**src/rtl/pipe_pkg.sv**
```systemverilog
// rtl/pipe_pkg.sv - shared pipeline constants, forwarding-select enum and match helper
package pipe_pkg;

  localparam int XLEN = 32;

  localparam logic [4:0] ALU_ADD    = 5'b00000;
  localparam logic [4:0] ALU_SUB    = 5'b00001;
  localparam logic [4:0] ALU_LUI    = 5'b00011;
  localparam logic [4:0] ALU_SLL    = 5'b01000;
  localparam logic [4:0] ALU_SRL    = 5'b01001;
  localparam logic [4:0] ALU_SRA    = 5'b01010;
  localparam logic [4:0] ALU_MUL    = 5'b10000;
  localparam logic [4:0] ALU_MULH   = 5'b10001;
  localparam logic [4:0] ALU_MULHSU = 5'b10010;
  localparam logic [4:0] ALU_MULHU  = 5'b10011;
  localparam logic [4:0] ALU_DIV    = 5'b10100;
  localparam logic [4:0] ALU_DIVU   = 5'b10101;
  localparam logic [4:0] ALU_REM    = 5'b10110;
  localparam logic [4:0] ALU_REMU   = 5'b10111;

  typedef enum logic [1:0] {
    FWD_NONE  = 2'd0,
    FWD_EXMEM = 2'd1,
    FWD_MEMWB = 2'd2
  } fwd_sel_t;

  // x0 is hardwired zero, so a write to it must never be forwarded
  function automatic logic fwd_hit(input logic [4:0] rd, input logic we, input logic [4:0] rs);
    return we && (rd != 5'd0) && (rd == rs);
  endfunction

endpackage

```
**src/rtl/id_ex_stage_if.sv**
```systemverilog
// rtl/id_ex_stage_if.sv - ID/EX stage bus: decoded fields in, forwarding sources in, ALU operands out
interface id_ex_stage_if
  import pipe_pkg::*;
#(
  parameter int XLEN = 32
);
  logic            flush;
  logic            hold;
  logic            id_valid;
  logic [4:0]      id_alu_sel;
  logic [4:0]      id_shamt;
  logic [XLEN-1:0] id_rs1_data;
  logic [XLEN-1:0] id_rs2_data;
  logic [XLEN-1:0] id_imm;
  logic            id_use_imm;
  logic [4:0]      id_rs1;
  logic [4:0]      id_rs2;
  logic [4:0]      id_rd;
  logic            id_reg_write;
  logic            id_mem_read;
  logic            id_mem_write;
  logic [4:0]      exm_rd;
  logic            exm_reg_write;
  logic [XLEN-1:0] exm_result;
  logic [4:0]      mwb_rd;
  logic            mwb_reg_write;
  logic [XLEN-1:0] mwb_result;

  logic            stall;
  logic            ex_valid;
  logic [4:0]      alu_sel;
  logic [4:0]      alu_shamt;
  logic [XLEN-1:0] alu_r1;
  logic [XLEN-1:0] alu_r2;
  logic [XLEN-1:0] ex_store_data;
  logic [4:0]      ex_rd;
  logic            ex_reg_write;
  logic            ex_mem_read;
  logic            ex_mem_write;
  fwd_sel_t        fwd_rs1;
  fwd_sel_t        fwd_rs2;

  modport master (
    output flush, hold, id_valid, id_alu_sel, id_shamt, id_rs1_data, id_rs2_data,
           id_imm, id_use_imm, id_rs1, id_rs2, id_rd, id_reg_write, id_mem_read,
           id_mem_write, exm_rd, exm_reg_write, exm_result, mwb_rd, mwb_reg_write,
           mwb_result,
    input  stall, ex_valid, alu_sel, alu_shamt, alu_r1, alu_r2, ex_store_data,
           ex_rd, ex_reg_write, ex_mem_read, ex_mem_write, fwd_rs1, fwd_rs2
  );

  modport slave (
    input  flush, hold, id_valid, id_alu_sel, id_shamt, id_rs1_data, id_rs2_data,
           id_imm, id_use_imm, id_rs1, id_rs2, id_rd, id_reg_write, id_mem_read,
           id_mem_write, exm_rd, exm_reg_write, exm_result, mwb_rd, mwb_reg_write,
           mwb_result,
    output stall, ex_valid, alu_sel, alu_shamt, alu_r1, alu_r2, ex_store_data,
           ex_rd, ex_reg_write, ex_mem_read, ex_mem_write, fwd_rs1, fwd_rs2
  );

endinterface

```
**src/rtl/forward_mux.sv**
```systemverilog
// rtl/forward_mux.sv - per-operand bypass select: EX/MEM over MEM/WB over registered data
module forward_mux
  import pipe_pkg::*;
#(
  parameter int XLEN = 32
) (
  input  logic [4:0]      rs,
  input  logic [XLEN-1:0] reg_data,
  input  logic [4:0]      exm_rd,
  input  logic            exm_reg_write,
  input  logic [XLEN-1:0] exm_result,
  input  logic [4:0]      mwb_rd,
  input  logic            mwb_reg_write,
  input  logic [XLEN-1:0] mwb_result,
  output logic [XLEN-1:0] data,
  output fwd_sel_t        sel
);

  always_comb begin
    sel  = FWD_NONE;
    data = reg_data;
    // EX/MEM holds the younger write, so it wins when both match
    if (fwd_hit(exm_rd, exm_reg_write, rs)) begin
      sel  = FWD_EXMEM;
      data = exm_result;
    end else if (fwd_hit(mwb_rd, mwb_reg_write, rs)) begin
      sel  = FWD_MEMWB;
      data = mwb_result;
    end
  end

endmodule

```
**src/rtl/id_ex_stage.sv**
```systemverilog
// rtl/id_ex_stage.sv - ID/EX pipeline register with load-use stall and operand forwarding
module id_ex_stage
  import pipe_pkg::*;
#(
  parameter int XLEN = 32
) (
  input logic         clk,
  input logic         rst,
  id_ex_stage_if.slave bus
);

  logic            ex_valid_q;
  logic [4:0]      alu_sel_q;
  logic [4:0]      shamt_q;
  logic [XLEN-1:0] rs1_data_q;
  logic [XLEN-1:0] rs2_data_q;
  logic [XLEN-1:0] imm_q;
  logic            use_imm_q;
  logic [4:0]      rs1_q;
  logic [4:0]      rs2_q;
  logic [4:0]      rd_q;
  logic            reg_write_q;
  logic            mem_read_q;
  logic            mem_write_q;

  logic            load_use;
  logic            stall;
  logic [XLEN-1:0] rs1_fwd;
  logic [XLEN-1:0] rs2_fwd;

  // rs2 is compared even for I-type; a spurious bubble is cheaper than decoding format here
  assign load_use = bus.id_valid && ex_valid_q && mem_read_q && (rd_q != 5'd0) &&
                    ((bus.id_rs1 == rd_q) || (bus.id_rs2 == rd_q));
  assign stall    = load_use && !bus.flush && !bus.hold;

  always_ff @(posedge clk or posedge rst) begin
    if (rst) begin
      ex_valid_q  <= 1'b0;
      alu_sel_q   <= ALU_ADD;
      shamt_q     <= '0;
      rs1_data_q  <= '0;
      rs2_data_q  <= '0;
      imm_q       <= '0;
      use_imm_q   <= 1'b0;
      rs1_q       <= '0;
      rs2_q       <= '0;
      rd_q        <= '0;
      reg_write_q <= 1'b0;
      mem_read_q  <= 1'b0;
      mem_write_q <= 1'b0;
    end else if (bus.flush || (stall && !bus.hold)) begin
      ex_valid_q  <= 1'b0;
      reg_write_q <= 1'b0;
      mem_read_q  <= 1'b0;
      mem_write_q <= 1'b0;
    end else if (!bus.hold) begin
      ex_valid_q  <= bus.id_valid;
      alu_sel_q   <= bus.id_alu_sel;
      shamt_q     <= bus.id_shamt;
      rs1_data_q  <= bus.id_rs1_data;
      rs2_data_q  <= bus.id_rs2_data;
      imm_q       <= bus.id_imm;
      use_imm_q   <= bus.id_use_imm;
      rs1_q       <= bus.id_rs1;
      rs2_q       <= bus.id_rs2;
      rd_q        <= bus.id_rd;
      reg_write_q <= bus.id_valid && bus.id_reg_write;
      mem_read_q  <= bus.id_valid && bus.id_mem_read;
      mem_write_q <= bus.id_valid && bus.id_mem_write;
    end
  end

  forward_mux #(.XLEN(XLEN)) u_fwd_rs1 (
    .rs            (rs1_q),
    .reg_data      (rs1_data_q),
    .exm_rd        (bus.exm_rd),
    .exm_reg_write (bus.exm_reg_write),
    .exm_result    (bus.exm_result),
    .mwb_rd        (bus.mwb_rd),
    .mwb_reg_write (bus.mwb_reg_write),
    .mwb_result    (bus.mwb_result),
    .data          (rs1_fwd),
    .sel           (bus.fwd_rs1)
  );

  forward_mux #(.XLEN(XLEN)) u_fwd_rs2 (
    .rs            (rs2_q),
    .reg_data      (rs2_data_q),
    .exm_rd        (bus.exm_rd),
    .exm_reg_write (bus.exm_reg_write),
    .exm_result    (bus.exm_result),
    .mwb_rd        (bus.mwb_rd),
    .mwb_reg_write (bus.mwb_reg_write),
    .mwb_result    (bus.mwb_result),
    .data          (rs2_fwd),
    .sel           (bus.fwd_rs2)
  );

  assign bus.stall         = stall;
  assign bus.ex_valid      = ex_valid_q;
  assign bus.alu_sel       = alu_sel_q;
  // register shifts take their amount from the forwarded rs2 low bits
  assign bus.alu_shamt     = use_imm_q ? shamt_q : rs2_fwd[4:0];
  assign bus.alu_r1        = rs1_fwd;
  assign bus.alu_r2        = use_imm_q ? imm_q : rs2_fwd;
  assign bus.ex_store_data = rs2_fwd;
  assign bus.ex_rd         = rd_q;
  assign bus.ex_reg_write  = reg_write_q;
  assign bus.ex_mem_read   = mem_read_q;
  assign bus.ex_mem_write  = mem_write_q;

endmodule

```
**src/flat_wrapper.sv**
```systemverilog
// flat-port wrapper written by rule: the top's interface ports become plain ports
module id_ex_stage_flat import pipe_pkg::*;
#(
  parameter int XLEN = 32
)
  (clk, rst, bus_flush, bus_hold, bus_id_valid, bus_id_alu_sel, bus_id_shamt, bus_id_rs1_data, bus_id_rs2_data, bus_id_imm, bus_id_use_imm, bus_id_rs1, bus_id_rs2, bus_id_rd, bus_id_reg_write, bus_id_mem_read, bus_id_mem_write, bus_exm_rd, bus_exm_reg_write, bus_exm_result, bus_mwb_rd, bus_mwb_reg_write, bus_mwb_result, bus_stall, bus_ex_valid, bus_alu_sel, bus_alu_shamt, bus_alu_r1, bus_alu_r2, bus_ex_store_data, bus_ex_rd, bus_ex_reg_write, bus_ex_mem_read, bus_ex_mem_write, bus_fwd_rs1, bus_fwd_rs2);
  id_ex_stage_if #(.XLEN(XLEN)) bus_i ();
  input logic clk;
  input logic rst;
  input wire logic [$bits(bus_i.flush)-1:0] bus_flush;
  input wire logic [$bits(bus_i.hold)-1:0] bus_hold;
  input wire logic [$bits(bus_i.id_valid)-1:0] bus_id_valid;
  input wire logic [$bits(bus_i.id_alu_sel)-1:0] bus_id_alu_sel;
  input wire logic [$bits(bus_i.id_shamt)-1:0] bus_id_shamt;
  input wire logic [$bits(bus_i.id_rs1_data)-1:0] bus_id_rs1_data;
  input wire logic [$bits(bus_i.id_rs2_data)-1:0] bus_id_rs2_data;
  input wire logic [$bits(bus_i.id_imm)-1:0] bus_id_imm;
  input wire logic [$bits(bus_i.id_use_imm)-1:0] bus_id_use_imm;
  input wire logic [$bits(bus_i.id_rs1)-1:0] bus_id_rs1;
  input wire logic [$bits(bus_i.id_rs2)-1:0] bus_id_rs2;
  input wire logic [$bits(bus_i.id_rd)-1:0] bus_id_rd;
  input wire logic [$bits(bus_i.id_reg_write)-1:0] bus_id_reg_write;
  input wire logic [$bits(bus_i.id_mem_read)-1:0] bus_id_mem_read;
  input wire logic [$bits(bus_i.id_mem_write)-1:0] bus_id_mem_write;
  input wire logic [$bits(bus_i.exm_rd)-1:0] bus_exm_rd;
  input wire logic [$bits(bus_i.exm_reg_write)-1:0] bus_exm_reg_write;
  input wire logic [$bits(bus_i.exm_result)-1:0] bus_exm_result;
  input wire logic [$bits(bus_i.mwb_rd)-1:0] bus_mwb_rd;
  input wire logic [$bits(bus_i.mwb_reg_write)-1:0] bus_mwb_reg_write;
  input wire logic [$bits(bus_i.mwb_result)-1:0] bus_mwb_result;
  output wire logic [$bits(bus_i.stall)-1:0] bus_stall;
  output wire logic [$bits(bus_i.ex_valid)-1:0] bus_ex_valid;
  output wire logic [$bits(bus_i.alu_sel)-1:0] bus_alu_sel;
  output wire logic [$bits(bus_i.alu_shamt)-1:0] bus_alu_shamt;
  output wire logic [$bits(bus_i.alu_r1)-1:0] bus_alu_r1;
  output wire logic [$bits(bus_i.alu_r2)-1:0] bus_alu_r2;
  output wire logic [$bits(bus_i.ex_store_data)-1:0] bus_ex_store_data;
  output wire logic [$bits(bus_i.ex_rd)-1:0] bus_ex_rd;
  output wire logic [$bits(bus_i.ex_reg_write)-1:0] bus_ex_reg_write;
  output wire logic [$bits(bus_i.ex_mem_read)-1:0] bus_ex_mem_read;
  output wire logic [$bits(bus_i.ex_mem_write)-1:0] bus_ex_mem_write;
  output wire logic [$bits(bus_i.fwd_rs1)-1:0] bus_fwd_rs1;
  output wire logic [$bits(bus_i.fwd_rs2)-1:0] bus_fwd_rs2;
  assign bus_i.flush = bus_flush;
  assign bus_i.hold = bus_hold;
  assign bus_i.id_valid = bus_id_valid;
  assign bus_i.id_alu_sel = bus_id_alu_sel;
  assign bus_i.id_shamt = bus_id_shamt;
  assign bus_i.id_rs1_data = bus_id_rs1_data;
  assign bus_i.id_rs2_data = bus_id_rs2_data;
  assign bus_i.id_imm = bus_id_imm;
  assign bus_i.id_use_imm = bus_id_use_imm;
  assign bus_i.id_rs1 = bus_id_rs1;
  assign bus_i.id_rs2 = bus_id_rs2;
  assign bus_i.id_rd = bus_id_rd;
  assign bus_i.id_reg_write = bus_id_reg_write;
  assign bus_i.id_mem_read = bus_id_mem_read;
  assign bus_i.id_mem_write = bus_id_mem_write;
  assign bus_i.exm_rd = bus_exm_rd;
  assign bus_i.exm_reg_write = bus_exm_reg_write;
  assign bus_i.exm_result = bus_exm_result;
  assign bus_i.mwb_rd = bus_mwb_rd;
  assign bus_i.mwb_reg_write = bus_mwb_reg_write;
  assign bus_i.mwb_result = bus_mwb_result;
  assign bus_stall = bus_i.stall;
  assign bus_ex_valid = bus_i.ex_valid;
  assign bus_alu_sel = bus_i.alu_sel;
  assign bus_alu_shamt = bus_i.alu_shamt;
  assign bus_alu_r1 = bus_i.alu_r1;
  assign bus_alu_r2 = bus_i.alu_r2;
  assign bus_ex_store_data = bus_i.ex_store_data;
  assign bus_ex_rd = bus_i.ex_rd;
  assign bus_ex_reg_write = bus_i.ex_reg_write;
  assign bus_ex_mem_read = bus_i.ex_mem_read;
  assign bus_ex_mem_write = bus_i.ex_mem_write;
  assign bus_fwd_rs1 = bus_i.fwd_rs1;
  assign bus_fwd_rs2 = bus_i.fwd_rs2;
  id_ex_stage #(.XLEN(XLEN)) u_core (.clk(clk), .rst(rst), .bus(bus_i));
endmodule
```
**config.mk**
```make
export PLATFORM = sky130hd
export DESIGN_NAME = id_ex_stage_flat
export DESIGN_NICKNAME = d
export VERILOG_FILES = /design/src/rtl/pipe_pkg.sv /design/src/rtl/id_ex_stage_if.sv /design/src/rtl/forward_mux.sv /design/src/rtl/id_ex_stage.sv /design/src/flat_wrapper.sv
export SDC_FILE = /design/constraint.sdc
export NUM_CORES = 1
export LEC_CHECK = 0
export ABC_AREA = 1
export CAP_MARGIN = 20
export CORE_ASPECT_RATIO = 0.75
export CORE_MARGIN = 3
export CORE_UTILIZATION = 47
export CTS_CLUSTER_DIAMETER = 50
export CTS_CLUSTER_SIZE = 20
export DETAILED_ROUTE_END_ITERATION = 10
export PLACE_DENSITY = 0.85
export SLEW_MARGIN = 15
export SYNTH_ARGS = -nofsm -noshare
export SYNTH_HDL_FRONTEND = slang
export SYNTH_SLANG_ARGS = --single-unit
export TNS_END_PERCENT = 5
```
**constraint.sdc**
```tcl
create_clock -name clk -period 12.6 [get_ports clk]
set_input_delay 1.89 -clock clk [delete_from_list [all_inputs] [get_ports clk]]
set_output_delay 1.89 -clock clk [all_outputs]
set_load 0.03 [all_outputs]
```
==> flow_metrics.tcl <==
set metrics [dict create \
    r2r_cells 9 \
    first_iter_violations 996 \
    critical_path_class "primary input to primary output" \
    worstHoldPathType "flip-flop to flip-flop" \
    design_area_um2 11780 \
    synth_compound_area_frac 0.001603 \
    ys_types 22 \
    outcome "complete, no violations" \
    powerDensity_nw_per_um2 135.8 \
    clock_skew_ns 0.008589 \
    die_width_um 154.8 \
    synth_cells 1167 \
    ys_seq_area_frac 0.4040 \
    hold_violations 0 \
    synth_top_family_by_area "simple AND/OR/NAND/NOR gates" \
    hold_end "u_core.imm_q[20]" \
    max_freq_mhz 141.5 \
    antenna_found_initial 1 \
    wl_per_cell_um 19.11 \
    die_area_um2 18200 \
    place_congestion 0.9548 \
    slew_headroom 0.2589 \
    start_util 0.4842 \
    synthAdderAreaFrac 0 \
    track_usage 0.3436 \
    crit-reg2reg-launch "u_core.bus.ex_rd[0]" \
    worstHoldStart "u_core.imm_q[20]" \
    netlist_area_um2 7804 \
    rows 40 \
    cp_max_fo 33 \
    drc 0 \
    avgSynthCellArea_um2 6.687 \
    nets 1652 \
    insertedDiodeCount 0 \
    grt_pass1_vias 9050 \
    post_cts_buffers 0 \
    path_clk_slew_ns 0.06 \
    crit_slowest_cell "clkinv_1" \
    hold_depth 2 \
    grt_max_degree 104 \
    mostFrequentLayoutCells "499 x nand2_1, 325 x clkdlybuf4s50_1, 257 x nand3_1" \
    ys_warn_count 0 \
    synth_xor_area_frac 0.03030 \
    design.core.area_um2 16120 \
    place_hpwl_um 22530 \
    setup_viol 0 \
    htreeDepth 4 \
    r2r_end "u_core.rs2_data_q[17]" \
    muxShareOfSynthArea 0 \
    arrival_ns 5.18 \
    clk_path_buf_depth 2 \
    place_area_um2 11120 \
    cts_tree "done" \
    critPathMaxStageDelay_ns 0.70 \
    grt_pass1_wl_um 49050 \
    cts_root_buf "clkbuf_16" \
    hold_buffers 0 \
    synth_area_leaders "dfrtp_1 40%, nand2_1 24%, nand3_1 16%" \
    drt-pass1-iter-count 5 \
    p_leak_nw 5.927 \
    yosys.area.top_type "dfrtp_1" \
    postCtsResizedCells 0 \
    io_buffers 325 \
    vias 9151 \
    finalCriticalPeriod_ns 7.066 \
    ant_nets 0 \
    tns_ns 0 \
    gr-total-overflow 0 \
    synth-seq-cells 126 \
    min_period_over_period 0.5608 \
    area_growth_pct 51.00 \
    cts_sinks 126 \
    reg2reg_setup_slack_ns 9.49 \
    path_cells "clkdlybuf4s50_1 > nor2_1 > nand2_1 > o21ai_1 > nor3_1 > nand2_1 > buf_4 > clkinv_1 > buf_4 > nand2_1 > nand2_1 > clkdlybuf4s50_1" \
    ir_worst_vdd_v 0.00008943 \
    rsz0062_at_grt "no" \
    crit_path_frequent_cell "nand2_1" \
    cts_buffers 17 \
    synth_top_area_frac 0.4040 \
    dp.cells 1637 \
    postSynthNetCount 1373 \
    critPathRequiredTime_ns 10.71 \
    die_h_um 117.6 \
    clock_latency_ns 0.43 \
    via_per_inst 5.483 \
    worst_pin_slew_ns 1.112 \
    slew_viol_final 0 \
    drive_gt1_frac 0.03701 \
    whs_ns 0.4700 \
    pin_count 326 \
    endpoint_kind "primary output" \
    finalNonFillerCells 1669 \
    layout_commonest_cell "nand2_1" \
    startpoint_type "primary input" \
    maxCapViolations 0 \
    routed_wl_um 31890 \
    synth-simple-area-share 0.4813 \
]
[synth_stat cells]
cell / count
nand2_1: 503
nand3_1: 257
dfrtp_1: 126
inv_1: 78
clkbuf_1: 34
nand3b_1: 33
and2_1: 32
buf_2: 30
nor2_1: 21
xor2_1: 16
xnor2_1: 11
buf_1: 9
buf_4: 4
nor3_1: 3
clkinv_1: 2
nand4_1: 2
a21o_1: 1
inv_2: 1
nor2_2: 1
nor2_4: 1
nor3_2: 1
o21ai_1: 1
[registers in the layout, indices dropped and copies added, names as in the netlist]
register	flops
u_core.bus.alu_sel	5
u_core.rs1_q	5
u_core.bus.ex_reg_write	1
u_core.bus.ex_mem_write	1
u_core.rs2_q	5
u_core.shamt_q	5
u_core.bus.ex_valid	1
u_core.bus.ex_mem_read	1
u_core.imm_q	32
u_core.use_imm_q	1
u_core.rs2_data_q	32
u_core.bus.ex_rd	5
u_core.rs1_data_q	32
[critical path, delay by kind of cell]
| kind | cells | cell delay (ns) |
|---|---|---|
| buf+inv | 5 | 2.62 |
| simple gates | 6 | 0.49 |
| compound gates | 1 | 0.16 |
[worst max path at each step]
stage                                       end  slack, ns     startpoint  depth (start not counted)
after global placement           bus_alu_r1[13]       5.38  bus_mwb_rd[3]                          8
after detailed placement          bus_alu_r2[0]       5.45  bus_mwb_rd[2]                         12
after floorplan           u_core.bus.alu_sel[0]       7.35            rst                          1
after global routing             bus_alu_r1[29]       5.40  bus_exm_rd[2]                         12
after CTS                         bus_alu_r2[0]       5.42  bus_mwb_rd[2]                         12
final                            bus_alu_r1[29]       5.53  bus_exm_rd[3]                         12
[kinds of logic (layout without fill, tap and decap cells)]
group,Yosys count,count (layout)
flip-flops,126,126
AO/OA/AOI/OAI,2,2
buffers and inverters,158,450
XOR/XNOR,27,27
AND/OR/NAND/NOR,854,854
[layout make-up]
cell class	count	area, um^2
repair buffers	337	3351
clock buffers	19	442.9
clock inverters	13	214.0
flip-flops and latches	126	3153
fillers	1282	4332
multi-input cells	883	4051
inverters	81	309.0
well taps	210	262.8
[layer usage]
layer,global-route usage,routed length (um),vias up
met4,0.1848,1682,2
met5,0,16,-
met1,0.4327,12380,4226
met3,0.08784,3197,115
li1,-,-,4242
met2,0.5423,14610,566
[through the flow]
stage | setup WS, ns | power [mW] | utilization
after floorplan | 7.354 | 0.7892 | -
after global placement | 5.378 | 1.042 | 0.6892
after detailed placement | 5.447 | 1.049 | 0.6903
after CTS | 5.420 | 1.601 | 0.7311
after global routing | 5.402 | 1.664 | 0.7312
final | 5.534 | 1.600 | 0.7312
[report_power, final]
| part | internal (mW) | switching, mW |
|---|---|---|
| clock network | 0.357 | 0.195 |
| registers | 0.455 | 0.0343 |
| logic | 0.233 | 0.326 |
No activity file was read; power rests on OpenSTA's default activity.
